File: src/rtl/tgc_mode_sequencer_pkg.sv
// rtl/tgc_mode_sequencer_pkg.sv - mode codes shared with the downstream mode-select mux
package tgc_mode_sequencer_pkg;

    // Encoding doubles as the tgc_out code; must match the mux decode.
    typedef enum logic [1:0] {
        MODE_LOAD = 2'b00,
        MODE_A    = 2'b01,
        MODE_B    = 2'b10
    } tgc_mode_e;

    localparam int ROUND_W = 4;

endpackage

File: src/rtl/tgc_mode_sequencer_button_edge.sv
// rtl/tgc_mode_sequencer_button_edge.sv - 1-bit rising-edge detector for operator inputs
module button_edge (
    input  logic clock,
    input  logic reset,
    input  logic i_level,
    output logic o_rise
);

    logic r_prev;
    logic r_armed;

    // r_armed stays low until the input is seen low after reset, so a level
    // already held through reset never counts as a press.
    always_ff @(posedge clock or posedge reset) begin
        if (reset) begin
            r_prev  <= 1'b0;
            r_armed <= 1'b0;
        end else begin
            r_prev <= i_level;
            if (!i_level) begin
                r_armed <= 1'b1;
            end
        end
    end

    assign o_rise = i_level & ~r_prev & r_armed;

endmodule

File: src/rtl/tgc_mode_sequencer.sv
// rtl/tgc_mode_sequencer.sv - load / Mode A / Mode B sequencer with phase timer and round counter
module tgc_mode_sequencer
    import tgc_mode_sequencer_pkg::*;
#(
    parameter int TIMER_W       = 8,
    parameter int MODE_A_CYCLES = 8,
    parameter int MODE_B_CYCLES = 4,
    parameter int ROUNDS        = 3
) (
    input  logic               clock,
    input  logic               reset,
    input  logic               control_button,
    input  logic               load_ready,
    output logic [1:0]         tgc_out,
    output logic               mode_change,
    output logic [TIMER_W-1:0] time_left,
    output logic [ROUND_W-1:0] round_count,
    output logic               run_done
);

    localparam logic [TIMER_W-1:0] LP_A_LOAD = TIMER_W'(MODE_A_CYCLES);
    localparam logic [TIMER_W-1:0] LP_B_LOAD = TIMER_W'(MODE_B_CYCLES);
    localparam logic [TIMER_W-1:0] LP_ONE    = TIMER_W'(1);
    localparam logic [ROUND_W-1:0] LP_ROUNDS = ROUND_W'(ROUNDS);

    tgc_mode_e          r_state;
    tgc_mode_e          w_next_state;
    logic [TIMER_W-1:0] r_time;
    logic [TIMER_W-1:0] w_next_time;
    logic [ROUND_W-1:0] r_round;
    logic [ROUND_W-1:0] w_next_round;
    logic [ROUND_W-1:0] w_round_inc;
    logic               r_mode_change;
    logic               w_next_mode_change;
    logic               r_run_done;
    logic               w_next_run_done;
    logic               w_event;
    logic               w_phase_end;

    button_edge u_button_edge (
        .clock   (clock),
        .reset   (reset),
        .i_level (control_button),
        .o_rise  (w_event)
    );

    assign w_phase_end = (r_time == LP_ONE) || w_event;
    assign w_round_inc = (r_round == LP_ROUNDS) ? r_round : r_round + ROUND_W'(1);

    always_ff @(posedge clock or posedge reset) begin
        if (reset) begin
            r_state       <= MODE_LOAD;
            r_time        <= '0;
            r_round       <= '0;
            r_mode_change <= 1'b0;
            r_run_done    <= 1'b0;
        end else begin
            r_state       <= w_next_state;
            r_time        <= w_next_time;
            r_round       <= w_next_round;
            r_mode_change <= w_next_mode_change;
            r_run_done    <= w_next_run_done;
        end
    end

    always_comb begin
        w_next_state       = r_state;
        w_next_time        = r_time;
        w_next_round       = r_round;
        w_next_mode_change = 1'b0;
        w_next_run_done    = 1'b0;
        case (r_state)
            MODE_LOAD: begin
                if (w_event && load_ready) begin
                    w_next_state       = MODE_A;
                    w_next_time        = LP_A_LOAD;
                    w_next_round       = '0;
                    w_next_mode_change = 1'b1;
                end
            end
            MODE_A: begin
                if (w_phase_end) begin
                    w_next_state       = MODE_B;
                    w_next_time        = LP_B_LOAD;
                    w_next_mode_change = 1'b1;
                end else begin
                    w_next_time = r_time - LP_ONE;
                end
            end
            MODE_B: begin
                if (w_phase_end) begin
                    w_next_round       = w_round_inc;
                    w_next_mode_change = 1'b1;
                    if (w_round_inc == LP_ROUNDS) begin
                        w_next_state    = MODE_LOAD;
                        w_next_time     = '0;
                        w_next_run_done = 1'b1;
                    end else begin
                        w_next_state = MODE_A;
                        w_next_time  = LP_A_LOAD;
                    end
                end else begin
                    w_next_time = r_time - LP_ONE;
                end
            end
            default: begin
                w_next_state       = MODE_LOAD;
                w_next_time        = '0;
                w_next_mode_change = 1'b1;
            end
        endcase
    end

    assign tgc_out     = r_state;
    assign mode_change = r_mode_change;
    assign time_left   = r_time;
    assign round_count = r_round;
    assign run_done    = r_run_done;

endmodule
File: config.mk
export PLATFORM = sky130hd
export DESIGN_NAME = tgc_mode_sequencer
export DESIGN_NICKNAME = d
export VERILOG_FILES = /design/src/rtl/tgc_mode_sequencer_pkg.sv /design/src/rtl/tgc_mode_sequencer_button_edge.sv /design/src/rtl/tgc_mode_sequencer.sv
export SDC_FILE = /design/constraint.sdc
export NUM_CORES = 1
export LEC_CHECK = 0
export CAP_MARGIN = 20
export CORE_UTILIZATION = 55
export CTS_CLUSTER_DIAMETER = 80
export DETAILED_ROUTE_END_ITERATION = 10
export HOLD_SLACK_MARGIN = 0.06
export PLACE_DENSITY = 0.87
export SYNTH_ARGS = -nofsm -noshare
export SYNTH_HDL_FRONTEND = slang
export SYNTH_SLANG_ARGS = --single-unit
File: constraint.sdc
create_clock -name clock -period 3.6 [get_ports clock]
set_input_delay 0.72 -clock clock [delete_from_list [all_inputs] [get_ports clock]]
set_output_delay 0.72 -clock clock [all_outputs]
set_load 0.01 [all_outputs]
# After elaboration in Yosys (flattened, before gate mapping)
# Index checks and enable logic that the tools add are counted.
[totals] register_bits=18 in_bits=4 output_inout_bits=16 wordCells=47
[op_classes] add_sub_neg=2 eq_ne=8 muxes=20 n_bitwise=3 n_reduce_logical=7
[ops] op="$mux 8" count=3
[ops] op="$pmux 8 s3" count=1
[ops] op="$mux 4" count=4
[ops] op="$eq 4x2->1 const B" count=2
[ops] op="$eq 8x1->1 const B" count=1
[ops] op="$pmux 4 s2" count=1
[ops] op="$sub 8x1->8 const B" count=1
[ops] op="$mux 1" count=6
[ops] op="$mux 2" count=3
[ops] op="$ne 2x2->1 const B" count=3
[ops] op="$pmux 2 s3" count=1
[ops] op="$reduce_and 3->1" count=2
[ops] op="$add 4x1->4 const B" count=1
[ops] op="$and 1x1->1" count=2
[ops] op="$eq 2x1->1 const B" count=1
[ops] op="$eq 2x2->1 const B" count=1
[ops] op="$logic_not 2->1" count=1
[ops] op="$pmux 1 s2" count=1
[ops] op="$reduce_bool 2->1" count=1
[ops] op="$reduce_or 2->1" count=1
[ops] op="$logic_and 1x1->1" count=1
[ops] op="$logic_or 1x1->1" count=1
[ops] op="$not 1->1" count=1

# Depth between registers and ports, before layout
# Gate-level depths: netlist of the first run.
[logic_depth] depth_word=6 depth_mapped=6 ltp_nobuf=6

# Hierarchy
# A second synthesis of the first run with hierarchy kept.
[hier_totals] hier_cells=120 area_unflattened_um2=1151.1
[by_module_without_submodules] mod="tgc_mode_sequencer" n_inst=1 cells_each=115 area_each_um2=1082.3 seq_area_each_um2=400.4
[by_module_without_submodules] mod="button_edge" n_inst=1 cells_each=5 area_each_um2=68.8 seq_area_each_um2=50.0

# Least setup slack after synthesis of the first run
# No wires, ideal clock.
[synth_path] path_kind="input to register" start="input port control_button" end="register r_time[1] (netlist: time_left[1])" setup_ns=0.077 arrival_ns=1.832 required_time_ns=3.523 path_slack_ns=1.691 stages=5 path_buffers=1 cell_sequence="and3b_1 buf_2 a2111o_1 or3_1 o21ai_1"
[synth_between] elab_chain_cells=5 word_cells_on_any_way=8 cone_classes="eq/ne (1); mux (3); bitwise (2); reduce/logical (2)"
[synth_rtl] item="start, declared" line="tgc_mode_sequencer.sv:12" rtl="input logic control_button,"
[synth_rtl] item="$and 1x1->1 * (2 in series)" line="tgc_mode_sequencer_button_edge.sv:26" rtl="assign o_rise = i_level & ~r_prev & r_armed;"
[synth_rtl] item="$logic_or 1x1->1" line="tgc_mode_sequencer.sv:47" rtl="assign w_phase_end = (r_time == LP_ONE) || w_event;"
[synth_rtl] item="$mux 8, on equally long branches" line="tgc_mode_sequencer.sv:91, tgc_mode_sequencer.sv:82"
[synth_rtl] item="$pmux 8 s3" line="tgc_mode_sequencer.sv:72" rtl="case (r_state)"
[synth_rtl] item="end signal, assigned" line="tgc_mode_sequencer.sv:59" rtl="r_time <= w_next_time;"
[synth_rtl] item="end, declared" line="tgc_mode_sequencer.sv:28" rtl="logic [TIMER_W-1:0] r_time;"
# Every way passes the cells marked *; elsewhere a longest branch is shown, timed or not.
# A chain may end at the register's enable or synchronous reset.

# Worst setup path in the final report of the first run
[layout_path] start="register r_state[0] (netlist: tgc_out[0])" end="register r_time[1] (netlist: time_left[1])"
[layout_between] elab_chain_cells=2 word_cells_on_any_way=5 cone_classes="eq/ne (3); mux (1); reduce/logical (1)"
[layout_rtl] item="start, declared" line="tgc_mode_sequencer.sv:26" rtl="tgc_mode_e r_state;"
[layout_rtl] item="start signal, assigned" line="tgc_mode_sequencer.sv:58" rtl="r_state <= w_next_state;"
[layout_rtl] item="$eq 2x2->1 (tied with other cells)" line="tgc_mode_sequencer.sv:72"
[layout_rtl] item="$pmux 8 s3 / $ne 2x2->1 (equally long branches)"
# Parallel ways exist; a longest one is shown, timed or not.

==> metrics.txt, run 1 <==
# TYPE chip_impl_metric gauge
chip_impl_metric{name="drt_iter0_drc",unit=""} 16
chip_impl_metric{name="number_of_unique_standard_cell_types_used_by_synthesis",unit=""} 44
chip_impl_info{name="root_buffer",value="clkbuf_4"} 1
chip_impl_info{name="most-common-layout-cells",value="clkdlybuf4s50_1 (19), dfrtp_1 (18), nand2_1 (9)"} 1
chip_impl_metric{name="design.die.area",unit="µm²"} 2260
chip_impl_metric{name="antenna_violations_before_repair",unit=""} 0
chip_impl_metric{name="viasPerCell",unit=""} 5.98
chip_impl_metric{name="antenna_left",unit=""} 0
chip_impl_info{name="worstSetupPathType",value="flip-flop to flip-flop"} 1
chip_impl_metric{name="std_cell_rows",unit=""} 16
chip_impl_metric{name="postSynthNetCount",unit=""} 127
chip_impl_metric{name="gp_congestion",unit=""} 0.814
chip_impl_metric{name="maxCapViolCount",unit=""} 0
chip_impl_metric{name="share_of_flip_flops_with_an_asynchronous_set_or_reset_after_synthesis",unit=""} 1.00
chip_impl_metric{name="share_of_layout_cells_above_drive_strength_1",unit=""} 0.0662
chip_impl_metric{name="timing_worst_slew_pin_value",unit="ns"} 0.667
chip_impl_metric{name="io-pin-count",unit=""} 20
chip_impl_info{name="hold_class",value="flip-flop to flip-flop"} 1
chip_impl_metric{name="drc_errors",unit=""} 0
chip_impl_metric{name="clock_latency",unit="ns"} 0.30
chip_impl_metric{name="htreeDepth",unit=""} 1
chip_impl_metric{name="period_share",unit=""} 0.603
chip_impl_metric{name="via_count_of_the_first_global_routing_pass",unit=""} 864
chip_impl_metric{name="average_cell_area_after_synthesis",unit="µm²"} 9.85
chip_impl_info{name="critical_path.endpoint_type",value="flip-flop"} 1
chip_impl_metric{name="drt_first_pass_iters",unit=""} 4
chip_impl_metric{name="setup_viol_count_final",unit=""} 0
chip_impl_metric{name="total_leakage_power",unit="nW"} 0.629
chip_impl_metric{name="reg2regPathDepth",unit=""} 6
chip_impl_metric{name="finalMaxSlewViolations",unit=""} 0
chip_impl_info{name="critical_path.reg2reg.startpoint",value="tgc_out[0]"} 1
chip_impl_metric{name="postCtsResizedCells",unit=""} 0
chip_impl_metric{name="power_density",unit="nW/µm²"} 806
chip_impl_metric{name="ys_seq_elements",unit=""} 18
chip_impl_info{name="status",value="finished, final reports clean"} 1
chip_impl_metric{name="synth_enable_flop_cells",unit=""} 0
chip_impl_info{name="final_common_cell",value="clkdlybuf4s50_1"} 1
chip_impl_metric{name="yosys_warnings",unit=""} 0
chip_impl_metric{name="pin_count_of_the_biggest_net_entering_global_routing",unit=""} 19
chip_impl_metric{name="cp_data_required_time",unit="ns"} 3.83
chip_impl_info{name="clock_tree_from_tritoncts",value="yes"} 1
chip_impl_metric{name="dpl.hpwl",unit="µm"} 1760
chip_impl_metric{name="cts.path.max_buffers",unit=""} 2
chip_impl_metric{name="post_cts_hold_buffer_count",unit=""} 0
chip_impl_metric{name="final_period_minus_worst_setup_slack",unit="ns"} 2.17
chip_impl_metric{name="total_number_of_vias",unit=""} 974
chip_impl_metric{name="grt_usage",unit=""} 0.236
chip_impl_metric{name="synth_seq_area_share",unit=""} 0.394
chip_impl_info{name="critPathTopFamily",value="compound AO/OA/AOI/OAI gates"} 1
chip_impl_metric{name="wire_length_of_the_first_global_routing_pass",unit="µm"} 3730
chip_impl_info{name="worst_setup_path_endpoint",value="time_left[1]"} 1
chip_impl_metric{name="cts_setup_buffers",unit=""} 0
chip_impl_metric{name="routed_wire_length_per_instance",unit="µm"} 14.8
chip_impl_metric{name="design.core.area",unit="µm²"} 1960
chip_impl_metric{name="overflow",unit=""} 0
chip_impl_info{name="hold_start",value="u_button_edge.r_armed"} 1
chip_impl_info{name="r2r-end",value="time_left[1]"} 1
chip_impl_metric{name="drt_wl_total",unit="µm"} 2410
chip_impl_metric{name="timing_hold_violations_final",unit=""} 0
chip_impl_metric{name="timing.critical_path.arrival",unit="ns"} 2.40
chip_impl_info{name="grt_setup_unrepaired",value="false"} 1
chip_impl_metric{name="crit_buf_inv",unit=""} 1
chip_impl_metric{name="syn-instance-count",unit=""} 116
chip_impl_metric{name="cts-buffers-inserted",unit=""} 3
chip_impl_metric{name="finalSetupTns",unit="ns"} 0
chip_impl_metric{name="antenna_cells_inserted",unit=""} 0
chip_impl_metric{name="die_width",unit="µm"} 47.6
chip_impl_info{name="synth_ff_type",value="dfrtp_1"} 1
chip_impl_metric{name="post_synth_instance_area",unit="µm²"} 1140
chip_impl_metric{name="crit_path_max_incr_delay",unit="ns"} 0.52
chip_impl_info{name="startpoint_type",value="flip-flop"} 1
chip_impl_metric{name="hold_slack",unit="ns"} 0.521
chip_impl_metric{name="timing.clock.skew",unit="ns"} 0.00387
chip_impl_metric{name="clk_pin_slew_worst_paths",unit="ns"} 0.11
chip_impl_metric{name="crit_fanout",unit=""} 15
chip_impl_metric{name="timing.slew.headroom",unit=""} 0.555
chip_impl_metric{name="port_buffers",unit=""} 19
chip_impl_metric{name="final_nets",unit=""} 148
chip_impl_metric{name="cts.sinks",unit=""} 18
chip_impl_info{name="path_cells",value="inv_1 > ha_1 > nor2_1 > a2111o_1 > or3_1 > o21ai_1"} 1
chip_impl_metric{name="chipHeight",unit="µm"} 47.6
chip_impl_metric{name="ir_worst_vdd",unit="V"} 0.000519
chip_impl_info{name="crit_start",value="tgc_out[0]"} 1
chip_impl_metric{name="critical_path_cell_count",unit=""} 6
chip_impl_metric{name="max_freq",unit="MHz"} 460
chip_impl_metric{name="r2r_setup_slack",unit="ns"} 1.43
chip_impl_metric{name="start_util",unit=""} 0.582
chip_impl_metric{name="area.growth.synth_to_final",unit="%"} 21.7
chip_impl_info{name="cpMaxStageDelayCell",value="a2111o_1"} 1
power by group:
part           switching (mW)  internal, mW
combinational           0.307         0.311
clock                  0.0663        0.0618
sequential              0.104         0.270
total                   0.477         0.642
worst min-delay path by stage:
| stage | endpoint | slack [ns] | cells past startpoint |
|---|---|---|---|
| final | u_button_edge.r_armed | 0.52 | 1 |
| after global routing | u_button_edge.r_armed | 0.56 | 1 |
| after CTS | u_button_edge.r_armed | 0.54 | 1 |
| after detailed placement | u_button_edge.r_armed | 0.51 | 1 |
| after global placement | u_button_edge.r_armed | 0.47 | 1 |
| after floorplan | u_button_edge.r_armed | 0.45 | 1 |
cells in the mapped netlist, drive strengths merged (2+ instances only):
library cell / number / area (µm²)
a211o: 3 / 26.3
clkbuf: 2 / 7.51
and2: 2 / 12.5
nand2b: 3 / 18.8
nand2: 9 / 33.8
a31oi: 2 / 12.5
nor2b: 3 / 18.8
nor3: 3 / 15.0
o21ai: 9 / 45.0
nand4b: 3 / 32.5
dfrtp: 18 / 450
a311oi: 2 / 17.5
ha: 7 / 87.6
and3: 4 / 30.0
nor4b: 3 / 32.5
nor2: 4 / 15.0
inv: 6 / 22.5
a21o: 3 / 22.5
nand3b: 3 / 22.5
a21oi: 4 / 20.0
nand3: 2 / 10.0
or3: 3 / 18.8
per-stage QoR:
| step | setup slack [ns] | instances | util | power (mW) | area, µm² |
|---|---|---|---|---|---|
| finish | 1.43 | 163 | 0.709 | 1.12 | 1390 |
| global route | 1.25 | 163 | 0.709 | 1.21 | 1390 |
| CTS | 1.43 | 163 | 0.709 | 1.12 | 1390 |
| detailed placement | 1.14 | 159 | 0.690 | 0.990 | 1350 |
| global placement | 1.21 | 159 | 0.690 | 0.969 | 1350 |
| floorplan | 1.69 | 116 | - | 0.765 | 1140 |
cell type report:
class,instances,area (µm²)
Multi-Input combinational cell,89,657
Clock buffer,4,36.3
Tap cell,27,33.8
Inverter,6,22.5
Fill cell,162,572
Timing Repair Buffer,19,190
Sequential cell,18,450
cells by family (layout without fill, tap and decap cells):
group	after synthesis	after routing	synth area share
AOI/OAI and AO/OA	33	33	0.205
DFF	18	18	0.394
buffers and inverters	9	29	0.0307
and+or+nand+nor	47	47	0.277
muxes	1	1	0.00876
adders and majority gates	7	7	0.0767
xor gates and xnor gates	1	1	0.00767
worst reg2reg max path: stages, from the launching register on:
cell	delay, ns
dfrtp_1	0.44
inv_1	0.10
ha_1	0.47
nor2_1	0.13
a2111o_1	0.52
or3_1	0.37
o21ai_1	0.08
state kept, by name, indices dropped and copies added (netlist names):
register / count
tgc_out: 2
u_button_edge.r_prev: 1
mode_change: 1
time_left: 8
u_button_edge.r_armed: 1
round_count: 4
run_done: 1
metal layers:
metal,global-route usage,part of all wire,up-vias
li1,-,-,481
met1,0.313,0.48,470
met2,0.389,0.47,18
met3,0.0226,0.029,5
met4,0.106,0.017,0
met5,0,0,-
Power figures use the tool's default switching activity.
==> run 2: changes to the inputs <==
Settings changed: CORE_UTILIZATION 55 to 51, PLACE_DENSITY 0.87 to 0.82.
Clock period 3.6 ns to 2.2 ns, I/O delays scaled along.
==> metrics.txt, run 2 (same netlist as run 1, synthesis figures left out) <==
# TYPE chip_impl_metric gauge
chip_impl_info{name="status",value="finished, final reports clean"} 1
chip_impl_metric{name="share_seq_of_total_power",unit=""} 0.326
chip_impl_metric{name="cp_data_required_time",unit="ns"} 2.43
chip_impl_metric{name="p_switching",unit="µW"} 801
chip_impl_info{name="top_usage_layer",value="met2"} 1
chip_impl_info{name="grt_setup_unrepaired",value="false"} 1
chip_impl_metric{name="clock_latency",unit="ns"} 0.30
chip_impl_metric{name="htreeDepth",unit=""} 1
chip_impl_metric{name="cts.path.max_buffers",unit=""} 2
chip_impl_metric{name="finalSetupTns",unit="ns"} 0
chip_impl_metric{name="drt_iter0_drc",unit=""} 51
chip_impl_metric{name="routed_wire_length_per_instance",unit="µm"} 15.1
chip_impl_metric{name="design.core.area",unit="µm²"} 2040
chip_impl_metric{name="period_share",unit=""} 0.915
chip_impl_metric{name="dpl.hpwl",unit="µm"} 1800
chip_impl_metric{name="wire_length_of_the_first_global_routing_pass",unit="µm"} 4510
chip_impl_metric{name="drt_first_pass_iters",unit=""} 4
chip_impl_metric{name="power",unit="mW"} 1.87
chip_impl_metric{name="antenna_left",unit=""} 0
chip_impl_info{name="critical_path.endpoint_type",value="flip-flop"} 1
chip_impl_metric{name="timing.critical_path.arrival",unit="ns"} 2.24
chip_impl_info{name="most-common-layout-cells",value="clkdlybuf4s50_1 (19), dfrtp_1 (18), nand2_1 (9)"} 1
chip_impl_metric{name="final_nets",unit=""} 152
chip_impl_metric{name="drt_wl_total",unit="µm"} 2510
chip_impl_metric{name="post_cts_hold_buffer_count",unit=""} 0
chip_impl_metric{name="setup_viol_count_final",unit=""} 0
chip_impl_metric{name="postCtsResizedCells",unit=""} 0
chip_impl_metric{name="crit_fanout",unit=""} 8
chip_impl_metric{name="grt.met1_usage",unit=""} 0.321
chip_impl_metric{name="p_int",unit="mW"} 1.07
chip_impl_metric{name="grt_usage",unit=""} 0.247
chip_impl_metric{name="die_width",unit="µm"} 49.3
chip_impl_metric{name="timing.slew.headroom",unit=""} 0.563
chip_impl_metric{name="max_freq",unit="MHz"} 497
chip_impl_metric{name="finalMaxSlewViolations",unit=""} 0
chip_impl_info{name="root_buffer",value="clkbuf_4"} 1
chip_impl_metric{name="flip_flop_count_of_the_largest_register_after_layout",unit=""} 8
chip_impl_metric{name="cts.sinks",unit=""} 18
chip_impl_metric{name="drc_errors",unit=""} 0
chip_impl_info{name="hold_class",value="flip-flop to flip-flop"} 1
chip_impl_metric{name="cts_setup_buffers",unit=""} 0
chip_impl_metric{name="port_buffers",unit=""} 19
chip_impl_metric{name="gp_congestion",unit=""} 0.856
chip_impl_metric{name="total_number_of_vias",unit=""} 1042
chip_impl_info{name="startpoint_type",value="flip-flop"} 1
chip_impl_metric{name="timing_worst_slew_pin_value",unit="ns"} 0.655
chip_impl_metric{name="area.growth.synth_to_final",unit="%"} 24.3
chip_impl_metric{name="pin_count_of_the_biggest_net_entering_global_routing",unit=""} 19
chip_impl_metric{name="cts-buffers-inserted",unit=""} 3
chip_impl_metric{name="chipHeight",unit="µm"} 49.3
chip_impl_metric{name="final_period_minus_worst_setup_slack",unit="ns"} 2.01
chip_impl_metric{name="start_util",unit=""} 0.559
chip_impl_metric{name="gr-usage-met3",unit=""} 0.0467
chip_impl_metric{name="antenna_violations_before_repair",unit=""} 0
chip_impl_metric{name="viasPerCell",unit=""} 6.24
chip_impl_metric{name="via_count_of_the_first_global_routing_pass",unit=""} 957
chip_impl_metric{name="design.die.area",unit="µm²"} 2430
chip_impl_metric{name="clk_pin_slew_worst_paths",unit="ns"} 0.11
chip_impl_metric{name="share_of_layout_cells_above_drive_strength_1",unit=""} 0.0929
chip_impl_metric{name="std_cell_rows",unit=""} 16
chip_impl_metric{name="total_leakage_power",unit="nW"} 0.648
chip_impl_metric{name="clock_power_share",unit=""} 0.112
chip_impl_metric{name="io-pin-count",unit=""} 20
chip_impl_metric{name="comb_power_share",unit=""} 0.563
chip_impl_metric{name="timing_hold_violations_final",unit=""} 0
chip_impl_info{name="final_common_cell",value="clkdlybuf4s50_1"} 1
chip_impl_metric{name="power_density",unit="nW/µm²"} 1310
chip_impl_metric{name="antenna_cells_inserted",unit=""} 0
chip_impl_metric{name="maxCapViolCount",unit=""} 0
chip_impl_info{name="clock_tree_from_tritoncts",value="yes"} 1
chip_impl_info{name="worstSetupPathType",value="flip-flop to flip-flop"} 1
chip_impl_metric{name="timing.clock.skew",unit="ns"} 0.00495
chip_impl_metric{name="grtUsageMet2",unit=""} 0.406
chip_impl_metric{name="overflow",unit=""} 0
chip_impl_metric{name="ir_worst_vdd",unit="V"} 0.000955
chip_impl_metric{name="power.share.switching",unit=""} 0.429
-- run 2: per-layer routing --
metal / part of all wire / routed length (µm)
met5: 0 / 0
met4: 0.0091 / 23
met3: 0.047 / 119
met2: 0.49 / 1230
met1: 0.46 / 1140
-- run 2: final timing paths --
kind                       depth (start not counted)                     to                  start  slack [ns]
max in group asynchronous                          2  u_button_edge.r_armed                  reset        1.27
min in group asynchronous                          2           time_left[2]                  reset        0.51
setup / recovery                                   6           time_left[0]           time_left[1]        0.19
hold / removal                                     1  u_button_edge.r_armed  u_button_edge.r_armed        0.50
hold reg to reg                                    1  u_button_edge.r_armed  u_button_edge.r_armed        0.50
setup reg to reg                                   6           time_left[0]           time_left[1]        0.19
-- run 2: through the flow --
step                      setup WS (ns)  cell area (µm²)  hold WS [ns]   util  instances
after global routing             0.0816             1420         0.535  0.695        167
after detailed placement        0.00565             1380         0.481  0.678        163
after CTS                         0.211             1420         0.508  0.695        167
after global placement           0.0820             1380         0.476  0.678        163
after floorplan                   0.367             1140         0.379      -        116
final                             0.187             1420         0.501  0.695        167
-- run 2: cell type report --
cell class	count	area (µm²)
fillers	163	622
repair buffers	23	220
multi-input cells	89	657
clock buffers	4	36.3
well taps	27	33.8
inverters	6	22.5
flip-flops and latches	18	450
-- run 2: worst max-delay path, cell delays in order, from the launching register on --
cell and delay, ns:
dfrtp_1 0.43, inv_1 0.11, ha_1 0.20, nor3b_2 0.19, a2111o_1 0.54, or3_1 0.37
o21ai_1 0.09
-- run 2: power by group through the flow --
stage / combinational [mW] / clock (mW) / sequential, mW
2_1_floorplan: 0.614 / 0 / 0.637
3_3_place_gp: 1.01 / 0 / 0.602
3_5_place_dp: 1.04 / 0 / 0.608
4_1_cts: 1.05 / 0.205 / 0.607
5_1_grt: 1.17 / 0.224 / 0.632
6_report: 1.05 / 0.208 / 0.608
